## src/rtl/scan_pkg.sv

```systemverilog
// rtl/scan_pkg.sv - shared state encodings and geometry defaults for the window scan sequencer
package scan_pkg;

    localparam int DEF_IMG_W = 256;
    localparam int DEF_IMG_H = 32;
    localparam int DEF_LAT   = 2;
    localparam int DEF_AW    = 15;

    typedef enum logic [1:0] {
        S_IDLE,
        S_READ,
        S_DRAIN,
        S_DONE
    } scan_state_t;

    // Row pitch of the zero-padded frame held in the window memory.
    function automatic int pad_w(input int img_w);
        return img_w + 2;
    endfunction

endpackage

```

## src/rtl/valid_delay.sv

```systemverilog
// rtl/valid_delay.sv - fixed-latency shift-register delay of a 1-bit valid with pending flag
module valid_delay #(
    parameter int LAT = 2
) (
    input  logic clk,
    input  logic rst,
    input  logic din,
    output logic dout,
    output logic empty
);

    logic [LAT-1:0] sr;
    logic [LAT-1:0] nxt;

    generate
        if (LAT == 1) begin : g_one
            assign nxt = din;
        end else begin : g_multi
            assign nxt = {sr[LAT-2:0], din};
        end
    endgenerate

    always_ff @(posedge clk) begin
        if (rst) begin
            sr <= '0;
        end else begin
            sr <= nxt;
        end
    end

    assign dout  = sr[LAT-1];
    // Nothing will be in flight after this edge: the stage now presenting is the last one.
    assign empty = ~|nxt;

endmodule

```

## src/rtl/window_scan_ctrl.sv

```systemverilog
// rtl/window_scan_ctrl.sv - raster frame sequencer issuing window reads and delayed pixel writes
module window_scan_ctrl
    import scan_pkg::*;
#(
    parameter int IMG_W = DEF_IMG_W,
    parameter int IMG_H = DEF_IMG_H,
    parameter int LAT   = DEF_LAT,
    parameter int AW    = DEF_AW
) (
    input  logic          clk,
    input  logic          rst,
    input  logic          start,
    input  logic          hold,
    output logic          mem_rd,
    output logic [AW-1:0] rd_addr,
    output logic          mem_wr,
    output logic [AW-1:0] wr_addr,
    output logic [7:0]    col,
    output logic [5:0]    row,
    output logic          busy,
    output logic          done
);

    localparam logic [7:0]    COL_LAST = 8'(IMG_W - 1);
    localparam logic [5:0]    ROW_LAST = 6'(IMG_H - 1);
    // Skipping the two pad columns at the end of a row plus the normal step of one.
    localparam logic [AW-1:0] ROW_STEP = AW'(pad_w(IMG_W) - IMG_W + 1);

    scan_state_t state;
    logic        last_rd;
    logic        dl_empty;

    assign mem_rd  = (state == S_READ) && !hold;
    assign last_rd = (row == ROW_LAST) && (col == COL_LAST);
    assign busy    = (state == S_READ) || (state == S_DRAIN);
    assign done    = (state == S_DONE);

    valid_delay #(.LAT(LAT)) u_delay (
        .clk   (clk),
        .rst   (rst),
        .din   (mem_rd),
        .dout  (mem_wr),
        .empty (dl_empty)
    );

    always_ff @(posedge clk) begin
        if (rst) begin
            state   <= S_IDLE;
            col     <= '0;
            row     <= '0;
            rd_addr <= '0;
            wr_addr <= '0;
        end else begin
            if (mem_wr) begin
                wr_addr <= wr_addr + AW'(1);
            end
            case (state)
                S_IDLE: begin
                    if (start) begin
                        state   <= S_READ;
                        col     <= '0;
                        row     <= '0;
                        rd_addr <= '0;
                        wr_addr <= '0;
                    end
                end
                S_READ: begin
                    if (mem_rd) begin
                        if (col == COL_LAST) begin
                            col     <= '0;
                            row     <= row + 6'd1;
                            rd_addr <= rd_addr + ROW_STEP;
                        end else begin
                            col     <= col + 8'd1;
                            rd_addr <= rd_addr + AW'(1);
                        end
                        if (last_rd) begin
                            state <= S_DRAIN;
                        end
                    end
                end
                S_DRAIN: begin
                    if (dl_empty) begin
                        state <= S_DONE;
                    end
                end
                S_DONE: begin
                    state <= S_IDLE;
                end
                default: begin
                    state <= S_IDLE;
                end
            endcase
        end
    end

endmodule

```

## config.mk

```make
export PLATFORM = sky130hd
export DESIGN_NAME = window_scan_ctrl
export DESIGN_NICKNAME = d
export VERILOG_FILES = /design/src/rtl/scan_pkg.sv /design/src/rtl/valid_delay.sv /design/src/rtl/window_scan_ctrl.sv
export SDC_FILE = /design/constraint.sdc
export NUM_CORES = 1
export LEC_CHECK = 0
export ABC_CLOCK_PERIOD_IN_PS = 3250
export CAP_MARGIN = 20
export CORE_ASPECT_RATIO = 0.5
export CORE_MARGIN = 2
export CORE_UTILIZATION = 50
export CTS_CLUSTER_DIAMETER = 80
export CTS_CLUSTER_SIZE = 10
export DETAILED_ROUTE_END_ITERATION = 7
export PLACE_DENSITY = 0.79
export SLEW_MARGIN = 20
export SYNTH_ARGS = -nofsm -noshare
export SYNTH_HDL_FRONTEND = slang
export SYNTH_SLANG_ARGS = --single-unit
```

## constraint.sdc

```tcl
create_clock -name clk -period 3.25 [get_ports clk]
set_input_delay 0.8125 -clock clk [delete_from_list [all_inputs] [get_ports clk]]
set_output_delay 0.8125 -clock clk [all_outputs]
set_load 0.1 [all_outputs]
```

### Yosys cells after proc, flatten, opt, wreduce, memory -nomap -nowiden

Index checks and enable logic that the tools add are counted.

| cells by class | value |
|---|---|
| equality and inequality tests | 10 |
| reduce and logical (&&, ||, !) cells | 10 |
| $add $sub $neg | 5 |
| mux-type cells | 20 |

Operators by type and width:

| cell | count |
|---|---|
| two-way mux 15 bit | 6 |
| adder 15 x 1 -> 15 bit (second input constant) | 2 |
| one-hot mux 15 bit (2 select lines) | 1 |
| two-way mux 8 bit | 3 |
| two-way mux 6 bit | 3 |
| one-hot mux 8 bit (2 select lines) | 1 |
| adder 15 x 2 -> 15 bit (second input constant) | 1 |
| one-hot mux 6 bit (2 select lines) | 1 |
| adder 8 x 1 -> 8 bit (second input constant) | 1 |
| equality test 8 bit (second input constant) | 1 |
| two-way mux 2 bit | 4 |
| one-hot mux 2 bit (4 select lines) | 1 |
| AND reduction 4 bit | 2 |
| adder 6 x 1 -> 6 bit (second input constant) | 1 |
| equality test 6 x 5 -> 1 bit (second input constant) | 1 |
| != test 2 bit (second input constant) | 3 |
| equality test 2 bit (second input constant) | 2 |
| != test 2 x 1 -> 1 bit (second input constant) | 2 |
| AND reduction 3 bit | 1 |
| equality test 2 x 1 -> 1 bit (second input constant) | 1 |
| logical AND 1 bit | 2 |
| logical NOT 2 bit | 1 |
| nonzero test 2 bit | 1 |
| OR reduction 2 bit | 1 |
| other kinds (2) | 2 |

| word-level totals | value |
|---|---|
| input port bits | 4 |
| output and inout port bits | 48 |
| logic and storage cells | 51 |
| flip-flop bits (word level) | 48 |

### Depth between registers and ports, before layout

Gate-level depths: netlist of run 1.

| logic depth | value |
|---|---|
| depth after elaboration | 5 |
| mapped depth | 10 |
| gate-level depth less buffers | 9 |

### By module

Synthesis of run 1 repeated with hierarchy kept, for this count alone.

| second synthesis, totals | value |
|---|---|
| cell total of the unflattened synthesis | 276 |
| area total of the unflattened synthesis | 2417.3 µm² |

By module, submodules not included:

| module | sequential area each (µm²) | times used | area each (µm²) | cells an instance |
|---|---|---|---|---|
| window_scan_ctrl | 920.9 | 1 | 2358.5 | 271 |
| valid_delay | 40.0 | 1 | 58.8 | 5 |

### Worst setup path before layout of run 1

Ideal clock, no wire load.

| timing path | value |
|---|---|
| path type | reg2reg |
| start | register col[0] |
| end | register rd_addr[11] |
| arrival time | 3370 ps |
| path slack | -191 ps |
| data required time | 3179 ps |
| setup time | 71 ps |
| path buffers | 1 |
| clock period less this slack | 3441 ps |
| stages on the path, launching flop included | 11 |
| cell sequence | dfxtp_1 ha_1 nand4_1 or2_0 inv_1 ha_1 a21oi_1 or4_1 buf_2 or4_1 a21oi_1 |

| between the ends | value |
|---|---|
| longest elaborated chain between the ends | 4 |

RTL lines:

| item | RTL line | source |
|---|---|---|
| start, declared | window_scan_ctrl.sv:18 | `output logic [7:0] col,` |
| start signal, assigned | window_scan_ctrl.sv:74 | `col <= col + 8'd1;` |
| equality test 8 bit | window_scan_ctrl.sv:69 | `if (col == COL_LAST) begin` |
| two-way mux 15 bit | window_scan_ctrl.sv:69 |  |
| two-way mux 15 bit | window_scan_ctrl.sv:68 | `if (mem_rd) begin` |
| one-hot mux 15 bit (2 select lines) | window_scan_ctrl.sv:57 | `case (state)` |
| end signal, assigned | window_scan_ctrl.sv:72 | `rd_addr <= rd_addr + ROW_STEP;` |
| end signal, assigned | window_scan_ctrl.sv:75 | `rd_addr <= rd_addr + AW'(1);` |
| end, declared | window_scan_ctrl.sv:15 | `output logic [AW-1:0] rd_addr,` |

Every way passes these cells. The select of a mux whose other input is x is not followed.
A chain may end at the register's enable or synchronous reset.

### Worst setup path in the final report of run 1

| timing path | value |
|---|---|
| start | register col[0] |
| end | register rd_addr[13] |

The elaborated chain is that of the path after synthesis.

==> summary.txt, run 1 <==
Final layout
  – N_diodes: 0
  – Area Growth Syn to Fin: 23.9%
  – Nets: 338
  – Ratio of cells with drive above 1 in the final layout: 21.5%
  – Final Non-Filler Cells: 383
  – FILL cells: 392
  – Design Area, Final: 2880 um^2
  – Core Util, Final: 64.8%

Timing
  – Final worst slack: 0.296 ns
  – Min Clock Period, post-route: 2.95 ns
  – Final Max Tran Viols: 0
  – Worst Skew: 0.00682 ns
  – Worst rel slew slack: 65.4%
  – Tcrit/Tclk final: 90.9%
  – Max frequency: 339 MHz
  – Setup TNS: 0 ns
  – Final hold vios: 0
  – Fin Hold WS: 0.477 ns
  – Final Setup Violations: 0
  – RSZ-0062 raised after global routing: no
  – Worst slew pin tran: 0.515 ns

Min path
  – Hold Crit Class: reg -> reg
  – HP Start: u_delay.sr[0]

Global route
  – First-pass GRT wire length: 8.74 mm
  – Initial antenna violation count: 0
  – Vias in the first global route: 1953
  – GRT Residual Overflow: 0
  – Gr usage total: 21.1%
  – Largest net degree at the start of global routing: 18

Route
  – Drt via density: 5.69
  – Metal2 WL: 2.53 mm
  – Met1 Wirelength: 2.46 mm
  – Via count: 2179
  – DR WL met3: 238 um
  – WL/cell: 13.9 um
  – DRC Markers: 0
  – Routed Antenna Nets: 0
  – First drt pass iteration count: 4
  – First DRT Iteration DRCs: 97
  – Top layer in use: met4
  – Final wirelength: 5.34 mm

Setup path
  – Worst Path Required: 3.49 ns
  – Worst r2r src: col[0]
  – Reg2reg setup slack: 0.30 ns
  – Slowest-stage cell, CP: or4_1
  – Critical path capture point: rd_addr[13]
  – RR Endpoint: rd_addr[13]
  – Cell count of the worst reg-to-reg path: 9
  – Worst Setup SP: col[0]
  – Worst Setup Start Kind: register
  – CP endpoint kind: register
  – Crit path max fanout: 10
  – Crit Path Category: reg -> reg
  – CP max stage delay: 0.64 ns
  – Worst-path cell chain: ha_1 > nand4_1 > or2_0 > inv_1 > ha_1 > a21oi_1 > or4_1 > or4_1 > a21oi_1
  – Critical Path AT: 3.19 ns

Synth
  – Xor-xnor portion of the synthesized cell area: 8.28%
  – Post-Synth Simple-Gate Area: 25.1%
  – Synth Area in Adders: 5.16%
  – Mux contribution to synthesized area: 2.26%
  – Mapped Area: 2330 um^2
  – Largest family of logic cells by synthesized area: simple AND/OR/NAND/NOR gates
  – Cells after Synth: 273
  – Seq/Total Area, Yosys: 41.3%
  – YS warnings: 0
  – Syn Nets: 286
  – Seq cells post-synth: 48
  – Syn avg cell area: 8.52 um^2
  – Complex-gate fraction of the synthesized area: 14.2%
  – Netlist cell types: 41

Die
  – Ports: 52
  – Core Box Area: 4450 um^2
  – Die Wd: 100 um
  – Row count: 17
  – Die Ht: 52.2 um
  – Initial core utilization: 52.3%
  – DIE AREA: 5250 um^2

Power and ir drop
  – Pwr Density: 580 nW/um^2
  – Int Power: 0.970 mW
  – Max VDD drop: 0.367 mV
  – Combinational Power Share: 39.8%
  – Power share of the clock group: 22.0%
  – Final Power: 1.67 mW
  – Leak Pwr: 1.10 nW
  – Share of power burned in registers: 38.2%
  – Net switching power figure: 0.703 mW
  – Switch share: 42.0%

Placed design
  – Hpwl dp: 3.96 mm
  – Placer's final routability congestion estimate: 0.807
  – Placed cells: 375
  – Port-buffer cells: 51
  – Placement-stage cell area: 2790 um^2
  – Post-Place Setup Slack: 0.299 ns

Clock network
  – CTS Buf Count: 5
  – Hold buffer count at CTS: 0
  – Worst-path clk slew: 0.09 ns
  – CTS tree: yes
  – Root Buffer Master: clkbuf_8
  – Clock Latency Late Sink: 0.30 ns
  – Clock H-tree levels: 2
  – Clock buffer depth: 2
  – Gates resized, CTS repair: 0
  – CTS Sinks: 48
  – Post-CTS Repair Setup Buffers: 0

Run status
  – Status: finished, final reports clean

Run
  – Max-capacitance violation count: 0
layout make-up:
class / count / area (um^2) / share of cell area [%]
clock buffer: 6 / 82.6 / 2.86
clock inverter: 2 / 10.0 / 0.347
inverter: 10 / 37.5 / 1.30
multi-input combinational: 205 / 1280 / 44.4
sequential: 48 / 968 / 33.6
tap: 57 / 71.3 / 2.47
timing repair buffer: 55 / 433 / 15.0
cell usage in the layout, fill, tap and decap left out, types with 2 or more instances in the layout:
master | synthesis | routed
nor2_1 | 34 | 34
nor4_1 | 7 | 7
a31oi_1 | 3 | 3
nand2b_1 | 4 | 4
mux2i_1 | 3 | 3
buf_4 | 0 | 51
a211oi_1 | 4 | 4
xor2_1 | 5 | 5
nand2_1 | 21 | 21
nor3_1 | 12 | 12
inv_1 | 10 | 10
dfxtp_2 | 0 | 6
xnor2_1 | 17 | 17
mux2_2 | 2 | 2
ha_1 | 8 | 8
clkdlybuf4s50_1 | 0 | 3
o31ai_1 | 5 | 5
nor2b_1 | 3 | 3
a21o_1 | 2 | 2
a21oi_1 | 17 | 17
dfxtp_1 | 48 | 42
nand3_1 | 14 | 14
nand4_1 | 6 | 6
a311oi_1 | 2 | 2
and2_1 | 2 | 2
clkbuf_8 | 0 | 6
a41o_1 | 2 | 2
or4_1 | 5 | 5
o21ai_0 | 9 | 9
or3_1 | 6 | 6
clkinv_2 | 0 | 2
power groups by stage:
stage / registers [mW] / clock network [mW] / logic, mW
final: 0.640 / 0.367 / 0.666
after global routing: 0.646 / 0.397 / 0.719
after CTS: 0.641 / 0.372 / 0.662
after detailed placement: 0.654 / 0 / 0.654
after global placement: 0.653 / 0 / 0.649
after floorplan: 0.709 / 0 / 0.471
cell families after synthesis:
| family | after synthesis |
|---|---|
| buf+inv | 20 |
| flops | 48 |
| xor+xnor | 22 |
| compound gates | 51 |
| fa+ha+maj | 9 |
| simple gates | 118 |
| mux | 5 |
how the worst min path moves through the flow:
stage,endpoint,cells after the start
4_1_cts,u_delay.sr[1],1
2_1_floorplan,u_delay.sr[1],1
3_5_place_dp,u_delay.sr[1],1
6_report,u_delay.sr[1],1
5_1_grt,u_delay.sr[1],1
3_3_place_gp,u_delay.sr[1],1
metal layers:
| layer | up-vias | GRT usage [%] |
|---|---|---|
| met3 | 14 | 4.13 |
| met4 | 0 | 8.90 |
| li1 | 1084 | - |
| met1 | 1023 | 26.4 |
| met2 | 58 | 36.2 |
| met5 | - | 0 |
cell usage after synthesis:
library cell / count / area share, %
ha_1: 8 / 4.3
o311ai_0: 1 / 0.38
buf_6: 1 / 0.48
buf_2: 2 / 0.43
a21oi_1: 17 / 3.7
nor3_1: 12 / 2.6
clkbuf_1: 7 / 1.1
nand3_1: 14 / 3.0
a21o_1: 2 / 0.65
a32oi_1: 1 / 0.38
dfxtp_1: 48 / 41
a311oi_1: 2 / 0.75
o41ai_1: 1 / 0.38
o21ai_0: 9 / 1.9
a211oi_1: 4 / 1.3
nor4b_1: 1 / 0.38
a22oi_1: 1 / 0.32
nor2_1: 34 / 5.5
a31o_2: 1 / 0.38
xnor2_1: 17 / 6.4
a22o_1: 1 / 0.38
mux2i_1: 3 / 1.3
nor2b_1: 3 / 0.81
inv_1: 10 / 1.6
or2_0: 1 / 0.27
nand2_1: 21 / 3.4
or3_1: 6 / 1.6
mux2_2: 2 / 0.97
and2_1: 2 / 0.54
fa_1: 1 / 0.86
or4_1: 5 / 1.6
nand4bb_1: 1 / 0.48
nor4_1: 7 / 1.9
xor2_1: 5 / 1.9
and4_1: 1 / 0.38
a31oi_1: 3 / 0.81
o31ai_1: 5 / 1.6
nand2b_1: 4 / 1.1
nand4_1: 6 / 1.6
a41o_1: 2 / 0.86
a21bo_2: 1 / 0.43
worst max-delay path, delay by kind of cell (launching register included):
kind / cells / cell delay [ns]
AND/OR/NAND/NOR: 4 / 1.61
adder cells (fa/ha/maj): 2 / 0.53
flip-flops: 1 / 0.35
AO/OA/AOI/OAI: 2 / 0.23
buffers and inverters: 1 / 0.16
flip-flops by register name, indices dropped and copies added (netlist names):
name / cells
u_delay.sr: 2
state: 2
wr_addr: 15
col: 8
row: 6
rd_addr: 15
No activity file was read; power rests on OpenSTA's default activity.
==> run 2, diff against run 1 <==
CORE_MARGIN = default   (was 2)
==> run 2 against run 1 <==
Compared with the run above: the flow now finishes with violations (design-rule violations); largest cell class unchanged; total power down 2.2%; critical path type unchanged; cell area decreased by 0.52%; clock skew grew 0.00059 ns; global-route usage grew 0.54 points; routed wire length fell by 1.8%; critical path depth did not move; final cell count shrank 0.26%; sequential power hardly changed; via count down 1.5%; non-clock buffer count unchanged; combinational power fell by 0.8%; flip-flop and latch count did not move.
==> summary.txt, run 2 (same netlist as run 1, synthesis figures left out) <==
Run status
  – Status: complete, but fails checks (was finished, final reports clean)
  – Violated checks: design-rule violations

Global route
  – Initial antenna violation count: 0 (unchanged)
  – Largest net degree at the start of global routing: 18 (unchanged)
  – GRT Residual Overflow: 0 (unchanged)
  – Vias in the first global route: 1895 (was 1953)
  – First-pass GRT wire length: 8.42 mm (was 8.74 mm)
  – Gr usage total: 21.6% (was 21.1%)

Route
  – Via count: 2147 (was 2179)
  – Drt via density: 5.62 (was 5.69)
  – Top layer in use: met4 (unchanged)
  – WL/cell: 13.7 um (was 13.9 um)
  – Final wirelength: 5.25 mm (was 5.34 mm)
  – DR WL met3: 177 um (was 238 um)
  – First DRT Iteration DRCs: 122 (was 97)
  – First drt pass iteration count: 6 (was 4)
  – Metal2 WL: 2.56 mm (was 2.53 mm)
  – Routed Antenna Nets: 0 (unchanged)
  – Met1 Wirelength: 2.45 mm (was 2.46 mm)
  – DRC Markers: 3 (was 0)

Timing
  – Final Setup Violations: 0 (unchanged)
  – RSZ-0062 raised after global routing: no (unchanged)
  – Final Max Tran Viols: 0 (unchanged)
  – Setup TNS: 0 ns (unchanged)
  – Max frequency: 338 MHz (was 339 MHz)
  – Worst Skew: 0.00741 ns (was 0.00682 ns)
  – Worst rel slew slack: 64.1% (was 65.4%)
  – Final hold vios: 0 (unchanged)
  – Min Clock Period, post-route: 2.96 ns (was 2.95 ns)
  – Worst slew pin tran: 0.539 ns (was 0.515 ns)
  – Tcrit/Tclk final: 91.1% (was 90.9%)

Die
  – Ports: 52 (unchanged)
  – Row count: 17 (unchanged)
  – DIE AREA: 4950 um^2 (was 5250 um^2)
  – Initial core utilization: 52.6% (was 52.3%)
  – Die Wd: 98.5 um (was 100 um)
  – Core Box Area: 4420 um^2 (was 4450 um^2)
  – Die Ht: 50.2 um (was 52.2 um)

Final layout
  – Core Util, Final: 64.8% (about the same)
  – Nets: 338 (unchanged)
  – Area Growth Syn to Fin: 23.3% (was 23.9%)
  – Biggest regs: rd_addr (15), wr_addr (15), col (8) (unchanged)
  – Most common cell after layout, fill and taps aside: buf_4 (unchanged)
  – Most frequent cells in the layout: 51 x buf_4, 42 x dfxtp_1, 34 x nor2_1 (unchanged)
  – Ratio of cells with drive above 1 in the final layout: 20.9% (was 21.5%)
  – FILL cells: 381 (was 392)
  – Design Area, Final: 2870 um^2 (was 2880 um^2)
  – N_diodes: 0 (unchanged)

Clock network
  – Root Buffer Master: clkbuf_8 (unchanged)
  – CTS Sinks: 48 (unchanged)
  – Clock Latency Late Sink: 0.30 ns (about the same)
  – Worst-path clk slew: 0.08 ns (was 0.09 ns)
  – Hold buffer count at CTS: 0 (unchanged)
  – Post-CTS Repair Setup Buffers: 0 (unchanged)
  – Clock H-tree levels: 2 (unchanged)
  – CTS Buf Count: 5 (unchanged)
  – Gates resized, CTS repair: 0 (unchanged)
  – CTS tree: yes (unchanged)
  – Clock buffer depth: 2 (unchanged)

Power and ir drop
  – Final Power: 1.64 mW (was 1.67 mW)
  – Switch share: 42.2% (was 42.0%)
  – Share of power burned in registers: 39.3% (was 38.2%)
  – Int Power: 0.946 mW (was 0.970 mW)
  – Combinational Power Share: 40.4% (was 39.8%)
  – Net switching power figure: 0.690 mW (was 0.703 mW)
  – Leak Pwr: 1.09 nW (was 1.10 nW)
  – Pwr Density: 571 nW/um^2 (was 580 nW/um^2)
  – Max VDD drop: 0.316 mV (was 0.367 mV)
  – Power share of the clock group: 20.4% (was 22.0%)

Min path
  – Hold Crit Class: reg -> reg (unchanged)

Setup path
  – Worst Setup Start Kind: register (unchanged)
  – CP endpoint kind: register (unchanged)
  – Crit Path Category: reg -> reg (unchanged)
  – Worst Path Required: 3.49 ns (about the same)
  – Crit path max fanout: 10 (unchanged)
  – Critical Path AT: 3.20 ns (was 3.19 ns)

Placed design
  – Port-buffer cells: 51 (unchanged)
  – Hpwl dp: 3.78 mm (was 3.96 mm)
  – Placement-stage cell area: 2790 um^2 (unchanged)
  – Placer's final routability congestion estimate: 0.787 (was 0.807)

Run
  – Max-capacitance violation count: 0 (unchanged)
## run 2: final timing paths
| check | start | endpoint | slack, ns | cells past startpoint |
|---|---|---|---|---|
| min | u_delay.sr[0] | u_delay.sr[1] | 0.49 | 1 |
| max reg2reg | col[0] | rd_addr[13] | 0.29 | 9 |
| max | col[0] | rd_addr[13] | 0.29 | 9 |
| min reg2reg | u_delay.sr[0] | u_delay.sr[1] | 0.49 | 1 |
## run 2: area by class of cell
type,instances,area [um^2],area share [%]
Multi-Input combinational cell,205,1280,44.6
Sequential cell,48,968,33.8
Timing Repair Buffer,55,433,15.1
Clock buffer,6,72.6,2.53
Tap cell,57,71.3,2.49
Inverter,10,37.5,1.31
Clock inverter,1,5.00,0.175
## run 2: routing by layer
layer  vias to the layer above  track usage (%)
met1                      1008             26.3
met4                         0             7.96
met3                         8             4.60
met5                         -                0
li1                       1082                -
met2                        49             38.4
## run 2: critical path, stage by stage (launching register included)
cell	delay (ns)
dfxtp_2	0.35
ha_1	0.25
nand4_1	0.16
or2_0	0.28
inv_1	0.17
ha_1	0.30
a21oi_1	0.08
or4_1	0.64
or4_1	0.51
a21oi_1	0.15
## run 2: power groups by stage
stage	logic [mW]	clock network (mW)	registers [mW]
2_1_floorplan	0.471	0	0.709
3_3_place_gp	0.649	0	0.653
3_5_place_dp	0.656	0	0.655
4_1_cts	0.657	0.337	0.641
5_1_grt	0.708	0.359	0.647
6_report	0.661	0.333	0.642
## run 2: metrics by stage
stage,hold slack [ns],worst slack (ns),std cells
after floorplan,0.439,0.0240,273
after global placement,0.464,0.398,375
after detailed placement,0.468,0.352,375
after CTS,0.486,0.329,382
after global routing,0.503,0.140,382
final,0.486,0.290,382
==> run 3, diff against run 2 <==
--- a/constraint.sdc
+++ b/constraint.sdc
@@ -3,2 +3,2 @@
 set_output_delay 0.8125 -clock clk [all_outputs]
-set_load 0.1 [all_outputs]
+set_load 0.01 [all_outputs]
==> run 3 against run 2 <==
Compared with the run above: the flow still finishes with violations (design-rule violations); non-clock buffer count did not move; hold slack got worse by 0.0075 ns; cell area rose by 4.5%; sequential share of layout area fell by 1.7 points; final cell count rose by 0.26%; routed wire length fell by 0.51%; utilization rose by 2.9 points.
==> summary.txt, run 3 (same netlist as run 1, synthesis figures left out) <==
Run status
  – Status: complete, but fails checks (unchanged)
  – Violated checks: design-rule violations (unchanged)

Setup path
  – Critical Path AT: 3.20 ns (about the same)
  – Worst Path Required: 3.49 ns (about the same)
  – RR Endpoint: rd_addr[13] (unchanged)
  – Slowest-stage cell, CP: or4_1 (unchanged)
  – Worst-path cell chain: ha_1 > nand4_1 > or2_0 > inv_1 > ha_1 > a21oi_1 > or4_1 > or4_1 > a21oi_1 (unchanged)
  – Crit-path leading delay family: simple AND/OR/NAND/NOR gates (unchanged)
  – CP max stage delay: 0.63 ns (was 0.64 ns)
  – Cell count of the worst reg-to-reg path: 9 (unchanged)
  – Worst Setup Start Kind: register (unchanged)
  – Worst r2r src: col[0] (unchanged)
  – CP endpoint kind: register (unchanged)
  – Crit path max fanout: 10 (unchanged)
  – Reg2reg setup slack: 0.29 ns (about the same)
  – Critical Path Stages: 9 (unchanged)
  – Bufs and invs on worst path: 1 (unchanged)
  – Crit Path Category: reg -> reg (unchanged)

Power and ir drop
  – Leak Pwr: 0.997 nW (was 1.09 nW)
  – Pwr Density: 514 nW/um^2 (was 571 nW/um^2)
  – Max VDD drop: 0.243 mV (was 0.316 mV)
  – Final Power: 1.54 mW (was 1.64 mW)

Die
  – Initial core utilization: 52.6% (unchanged)
  – DIE AREA: 4950 um^2 (unchanged)
  – Die Ht: 50.2 um (unchanged)
  – Core Box Area: 4420 um^2 (unchanged)
  – Ports: 52 (unchanged)
  – Row count: 17 (unchanged)
  – Die Wd: 98.5 um (unchanged)

Final layout
  – Register area: 961 um^2 (was 968 um^2)
  – Design Area, Final: 3000 um^2 (was 2870 um^2)
  – Area Growth Syn to Fin: 28.9% (was 23.3%)
  – Core Util, Final: 67.8% (was 64.8%)
  – Footprint of the multi-input gates: 1280 um^2 (unchanged)
  – FILL cells: 365 (was 381)
  – Most frequent cells in the layout: 51 x clkdlybuf4s50_1, 48 x dfxtp_1, 34 x nor2_1 (was 51 x buf_4, 42 x dfxtp_1, 34 x nor2_1)
  – Ratio of cells with drive above 1 in the final layout: 4.60% (was 20.9%)
  – Biggest regs: rd_addr (15), wr_addr (15), col (8) (unchanged)
  – Nets: 338 (unchanged)
  – Most common cell after layout, fill and taps aside: clkdlybuf4s50_1 (was buf_4)
  – N_diodes: 0 (unchanged)
  – Final Non-Filler Cells: 383 (was 382)

Clock network
  – Clock Latency Late Sink: 0.31 ns (was 0.30 ns)
  – Clock buffer depth: 2 (unchanged)
  – CTS Buf Count: 5 (unchanged)
  – Clock H-tree levels: 2 (unchanged)
  – CTS tree: yes (unchanged)
  – CTS Sinks: 48 (unchanged)
  – Hold buffer count at CTS: 0 (unchanged)
  – Gates resized, CTS repair: 0 (unchanged)
  – Post-CTS Repair Setup Buffers: 0 (unchanged)
  – Root Buffer Master: clkbuf_8 (unchanged)
  – Worst-path clk slew: 0.09 ns (was 0.08 ns)

Route
  – DRC Markers: 3 (unchanged)
  – Drt via density: 5.63 (was 5.62)
  – Final wirelength: 5.22 mm (was 5.25 mm)
  – First drt pass iteration count: 8 (was 6)
  – WL/cell: 13.6 um (was 13.7 um)
  – First DRT Iteration DRCs: 130 (was 122)
  – Via count: 2158 (was 2147)
  – Routed Antenna Nets: 0 (unchanged)

Timing
  – Min Clock Period, post-route: 2.96 ns (about the same)
  – RSZ-0062 raised after global routing: no (unchanged)
  – Max frequency: 338 MHz (about the same)
  – Final worst slack: 0.291 ns (was 0.290 ns)
  – Worst slew pin tran: 0.580 ns (was 0.539 ns)
  – Final Setup Violations: 0 (unchanged)
  – Tcrit/Tclk final: 91.1% (about the same)
  – Worst rel slew slack: 61.2% (was 64.1%)
  – Final hold vios: 0 (unchanged)
  – Setup TNS: 0 ns (unchanged)
  – Worst Skew: 0.00989 ns (was 0.00741 ns)
  – Fin Hold WS: 0.479 ns (was 0.486 ns)
  – Final Max Tran Viols: 0 (unchanged)

Global route
  – Largest net degree at the start of global routing: 18 (unchanged)
  – GRT Residual Overflow: 0 (unchanged)
  – Initial antenna violation count: 0 (unchanged)
  – Vias in the first global route: 1894 (was 1895)
  – First-pass GRT wire length: 8.53 mm (was 8.42 mm)
  – Gr usage total: 21.9% (was 21.6%)

Placed design
  – Port-buffer cells: 51 (unchanged)
  – Hpwl dp: 3.74 mm (was 3.78 mm)
  – Post-Place Setup Slack: 0.319 ns (was 0.352 ns)
  – Placer's final routability congestion estimate: 0.889 (was 0.787)
  – Placed cells: 375 (unchanged)
  – Placement-stage cell area: 2890 um^2 (was 2790 um^2)

Min path
  – Worst hold endpoint: u_delay.sr[1] (unchanged)
  – Hold Crit Class: reg -> reg (unchanged)
  – HP Start: u_delay.sr[0] (unchanged)
  – Hold Path Cell Cnt: 1 (unchanged)

Run
  – Max-capacitance violation count: 0 (unchanged)
[run 3: area by class of cell]
type                            instances  area share [%]
Multi-Input combinational cell        205            42.7
Clock buffer                            6            2.42
Timing Repair Buffer                   55            18.0
Sequential cell                        48            32.1
Inverter                               10            1.25
Tap cell                               57            2.38
Clock inverter                          2            1.17
[run 3: where the power goes]
part	switching (mW)	leakage (nW)	internal [mW]
clock network	0.197	0.0552	0.228
registers	0.0294	0.387	0.612
logic	0.287	0.555	0.187
total	0.513	0.997	1.03
[run 3: worst register-to-register path: cells and delay by family (launching register included)]
family,cells,cell delay (ns)
simple gates,4,1.60
compound gates,2,0.21
fa+ha+maj,2,0.56
buf+inv,1,0.16
flops,1,0.36
[run 3: per-layer routing]
metal	vias to the layer above	track usage [%]	share of wire, %
met3	13	5.57	4.7
li1	1085	-	-
met2	63	37.1	47
met4	0	7.46	1.4
met1	997	27.7	47
met5	-	0	0
[run 3: worst max-delay path by stage]
| stage | start | to | slack [ns] |
|---|---|---|---|
| after detailed placement | hold | rd_addr[13] | 0.32 |
| after floorplan | col[0] | rd_addr[11] | 0.57 |
| after CTS | hold | mem_rd | 0.32 |
| after global routing | col[0] | rd_addr[13] | 0.12 |
| after global placement | hold | mem_rd | 0.35 |
| final | col[0] | rd_addr[13] | 0.29 |
==> RTL change 1, RTL diff (config.mk and constraints of run 3) <==
Encoding of `scan_state_t`: now one-hot (4 bits for 4 states).
--- a/src/rtl/scan_pkg.sv
+++ b/src/rtl/scan_pkg.sv
@@ -6,11 +6,11 @@
     localparam int DEF_LAT   = 2;
     localparam int DEF_AW    = 15;
 
-    typedef enum logic [1:0] {
-        S_IDLE,
-        S_READ,
-        S_DRAIN,
-        S_DONE
+    typedef enum logic [3:0] {
+        S_IDLE  = 4'b0001,
+        S_READ  = 4'b0010,
+        S_DRAIN = 4'b0100,
+        S_DONE  = 4'b1000
     } scan_state_t;
 
     // Row pitch of the zero-padded frame held in the window memory.
Behaviour: no difference found for any inputs over 10 cycles, from zero or initial values and one cycle with rst high; not proved beyond that.
==> RTL change 1 against run 3 <==
- worst setup slack worse by 0.020 ns
- sequential cell count is 2 higher
- routed wire length is 11% higher
- first-iteration DRC count is 23% lower
- core utilization is 0.058 points lower
- synthesized area is 5.8% higher
- design area is 2.8% higher
- critical path type is now primary input to primary output
- highest routed layer unchanged
Power is not compared: it rests on default switching activity, and its combinational part moved more than twofold at a synthesized area within 25%.
==> RTL change 1: results (changes against run 3) <==
synth_cell_types: 47  # +15%
ys_top_cells_by_area: "dfxtp_1, a21oi_1, nor2_1"
synth_seq_area_share: 0.407  # -0.00641
overflow: 0  # unchanged
ys_warn_count: 0  # unchanged
hold_depth: 2  # +1
crit_path_max_incr_delay_ns: 0.57  # -0.06 ns
drt_iter0_drc: 100  # -23%
grt_pass1_vias: 2050  # +8.2%
min_from: "rd_addr[14]"
synth_nets: 289  # +1.0%
ctsLongestPathBuffers: 2  # unchanged
hold_end: "rd_addr[14]"
worstPathMaxFanout: 6  # -4
cts.repair.resized: 0  # unchanged
status: "finished, final reports clean"
layout-drive-gt1-share: 0.0549  # +0.00887
critical_path.endpoint: "mem_rd"
cpLargestDelayFamily: "buffers and inverters"
clk_latency_ns: 0.30
muxShareOfSynthArea: 0.0122  # -0.0104
critPathArrivalTime_ns: 2.17  # -1.03 ns
wirelength_um: 5810  # +11%
grt_pass1_wl_um: 9450  # +11%
synthTopCellsByCount: "dfxtp_1, nor2_1, a21oi_1"
vias_per_cell: 5.86  # +4.0%
finClkSkew_ns: 0.00597  # -0.00392 ns
post_cts_buffers: 0  # unchanged
dp_cells: 387  # +3.2%
synth-compound-area-share: 0.162  # +0.0202
drt-wirelength-per-cell_um: 14.7  # +8.1%
htreeDepth: 2  # unchanged
place_congestion: 0.835  # -6.0%
place_area_um2: 3010  # +4.0%
fin_ws_ns: 0.271  # -0.0196 ns
worst_pin_slew_ns: 0.700  # +0.120 ns
intPower_mw: 0.791
synth_flop_cell: "dfxtp_1"
hp-class: "flip-flop to flip-flop"
grtUsageTotal: 0.232  # +0.0129
grt_start_max_net_pins: 19  # +1
antenna_found_initial: 0  # unchanged
cp_slowest_cell: "clkdlybuf4s50_1"
r2r_start: "col[0]"
ys_async_sr_fraction: 0  # unchanged
synth_xor_area_frac: 0.0676  # -0.0152
dpl.hpwl_um: 4170  # +11%
fill_cells: 394  # +7.9%
synth-adder-area-share: 0.0285  # -0.0232
dr.pass1.iters: 4  # -4
rr_worst_depth: 8  # -1
r2r_end: "rd_addr[14]"
hold_ws_ns: 0.494  # +0.0151 ns
nets: 337  # -0.30%
reg2reg_slack_ns: 0.91  # +0.62 ns
synthCells: 280  # +2.6%
startpoint: "hold"
-- RTL change 1: cell count changes in the layout (fill, tap and decap cells not counted), sizes merged, moves of 5 or more --
cell / run 3 / this run
nand2: 21 / 15
xor2: 5 / 11
or4: 5 / 10
o2111ai: 0 / 6
a21oi: 17 / 25
inv: 10 / 5
xnor2: 17 / 8
and4: 1 / 6
nor2: 34 / 28
o21ai: 9 / 15
-- RTL change 1: metal layers --
layer / up-vias / track usage / part of all wire
met4: 0 / 0.0459 / 0.0043
met5: - / 0 / 0
met3: 4 / 0.0511 / 0.039
met2: 48 / 0.412 / 0.48
li1: 1139 / - / -
met1: 1118 / 0.295 / 0.48
-- RTL change 1: cell type report --
type                            instances  area [um^2]  area share
Sequential cell                        50         1000       0.325
Clock buffer                            7         76.3      0.0248
Tap cell                               66         82.6      0.0268
Multi-Input combinational cell        211         1360       0.442
Inverter                                5         18.8     0.00609
Timing Repair Buffer                   55          541       0.175
-- RTL change 1: power groups by stage --
stage | Combinational, mW | Sequential [mW] | Clock [mW]
finish | 0.0676 | 0.625 | 0.343
global route | 0.0726 | 0.626 | 0.371
CTS | 0.0669 | 0.624 | 0.348
detailed placement | 0.0663 | 0.639 | 0
global placement | 0.0649 | 0.638 | 0
floorplan | 0.0495 | 0.635 | 0
-- RTL change 1: cell families after synthesis --
| logic type | after synthesis |
|---|---|
| AOI/OAI and AO/OA | 64 |
| muxes | 3 |
| and+or+nand+nor | 120 |
| xor gates and xnor gates | 19 |
| DFF | 50 |
| buffers and inverters | 19 |
| adders and majority gates | 5 |
-- RTL change 1: worst register-to-register path, stage by stage (launching register included) --
cell,delay (ns)
dfxtp_1,0.40
ha_1,0.29
nand3_1,0.14
nor2_1,0.21
fa_1,0.28
and2_1,0.15
o2111ai_1,0.25
or3_1,0.40
a21oi_1,0.15
==> RTL change 2, RTL diff (flow settings as in run 3) <==
Made on the original files. `DEF_AW`: 15 -> 14.
--- a/src/rtl/scan_pkg.sv
+++ b/src/rtl/scan_pkg.sv
@@ -4,7 +4,7 @@
     localparam int DEF_IMG_W = 256;
     localparam int DEF_IMG_H = 32;
     localparam int DEF_LAT   = 2;
-    localparam int DEF_AW    = 15;
+    localparam int DEF_AW    = 14;
 
     typedef enum logic [1:0] {
         S_IDLE,
Interface: changed (resized rd_addr and wr_addr); port bits go from 52 to 50. No check against the original RTL was run, so the function may have changed too.
==> RTL change 2 against run 3 <==
- total power grew 2.6%
- core utilization grew 3.1 points
- via count shrank 0.51%
- routed wire length grew 3.4%
- sequential cell count shrank 2
- synthesized area shrank 2.4%
- first-iteration DRC count shrank 39%
- clock skew shrank 0.0018 ns
- worst setup slack gained 0.0077 ns
- die area shrank 2.3%
- design area shrank 2.5%
- largest power group unchanged
==> RTL change 2: results (changes against run 3) <==
place_area_um2: 2810  # -2.6%
synthTopCellsByCount: "dfxtp_1, a21oi_1, nor2_1"
status: "finished, final reports clean"
finClkSkew_ns: 0.00809  # -0.00180 ns
drt-wirelength-per-cell_um: 14.5  # +6.7%
reg2reg_slack_ns: 0.60  # +0.31 ns
drt_iter0_drc: 79  # -39%
r2r_start: "col[1]"
dpl.hpwl_um: 3860  # +3.2%
dr.pass1.iters: 4  # -4
critPathArrivalTime_ns: 2.14  # -1.06 ns
rr_worst_depth: 8  # -1
layout-drive-gt1-share: 0.0536  # +0.00762
p_leak_nw: 0.935  # -6.2%
grt_start_max_net_pins: 17  # -1
p_sw_mw: 0.562  # +9.6%
max_slew_margin: 0.600  # -0.0129
vias_per_cell: 5.79  # +2.7%
grtUsageTotal: 0.229  # +0.00928
synth_seq_area_share: 0.406  # -0.00762
r2r_end: "rd_addr[12]"
worstPathMaxFanout: 6  # -4
grt_pass1_vias: 1947  # +2.8%
ys_top_cells_by_area: "dfxtp_1, a21oi_1, ha_1"
synth_nets: 280  # -2.1%
numPortBuffers: 49  # -3.9%
irDropWorstVdd_mv: 0.474  # +95%
-- RTL change 2: changes by cell type after synthesis, sizes merged, moves of 3 or more --
cell    before  now
clkbuf       7   10
a31oi        3    0
a21oi       17   24
and4         1    4
nor2        34   23
xor2         5    8
nand4        6   11
nand4b       0    3
nand2       21   17
o21ai        9   13
a211oi       4    0
xnor2       17   11
buf          3    0
-- RTL change 2: worst min-delay path by stage --
| stage | to | slack, ns | cells after the start |
|---|---|---|---|
| 2_1_floorplan | u_delay.sr[1] | 0.44 | 1 |
| 6_report | u_delay.sr[1] | 0.49 | 1 |
| 4_1_cts | u_delay.sr[1] | 0.49 | 1 |
| 3_5_place_dp | u_delay.sr[1] | 0.48 | 1 |
| 5_1_grt | u_delay.sr[1] | 0.50 | 1 |
| 3_3_place_gp | rd_addr[13] | 0.47 | 2 |
-- RTL change 2: metrics by stage --
step | hold slack, ns | cells | util | power (mW) | setup WS, ns
floorplan | 0.438 | 267 | - | 0.999 | 0.923
global placement | 0.468 | 363 | 0.682 | 1.15 | 0.350
CTS | 0.489 | 371 | 0.709 | 1.58 | 0.293
global route | 0.500 | 371 | 0.709 | 1.66 | 0.258
detailed placement | 0.483 | 363 | 0.682 | 1.16 | 0.308
finish | 0.495 | 371 | 0.709 | 1.58 | 0.298
-- RTL change 2: layout make-up --
type / count / area share
Timing Repair Buffer: 52 / 0.176
Clock inverter: 3 / 0.0137
Inverter: 9 / 0.0116
Multi-Input combinational cell: 202 / 0.438
Sequential cell: 46 / 0.315
Clock buffer: 5 / 0.0235
Tap cell: 54 / 0.0231
-- RTL change 2: power groups by stage --
stage                     combinational [mW]  sequential [mW]  clock (mW)
after floorplan                        0.361            0.638           0
after global placement                 0.506            0.639           0
after detailed placement               0.517            0.642           0
after CTS                              0.525            0.629       0.426
after global routing                   0.578            0.636       0.448
final                                  0.530            0.630       0.420
-- RTL change 2: cells by family after synthesis --
| kind of cell | synth area share |
|---|---|
| flops | 0.406 |
| fa+ha+maj | 0.0529 |
| buf+inv | 0.0314 |
| mux | 0.0198 |
| simple gates | 0.282 |
| xor+xnor | 0.0733 |
| compound gates | 0.136 |
-- RTL change 2: critical path, stage by stage --
cell and delay (ns):
clkdlybuf4s50_1 0.50, nand2b_1 0.22, inv_1 0.08, clkdlybuf4s50_1 0.53
-- RTL change 2: metal layers --
layer,wire length [um],GRT usage,vias to the layer above
met2,2610,0.403,55
met1,2470,0.287,1022
met5,0,0,-
li1,-,-,1065
met3,273,0.0539,5
met4,40,0.0564,0
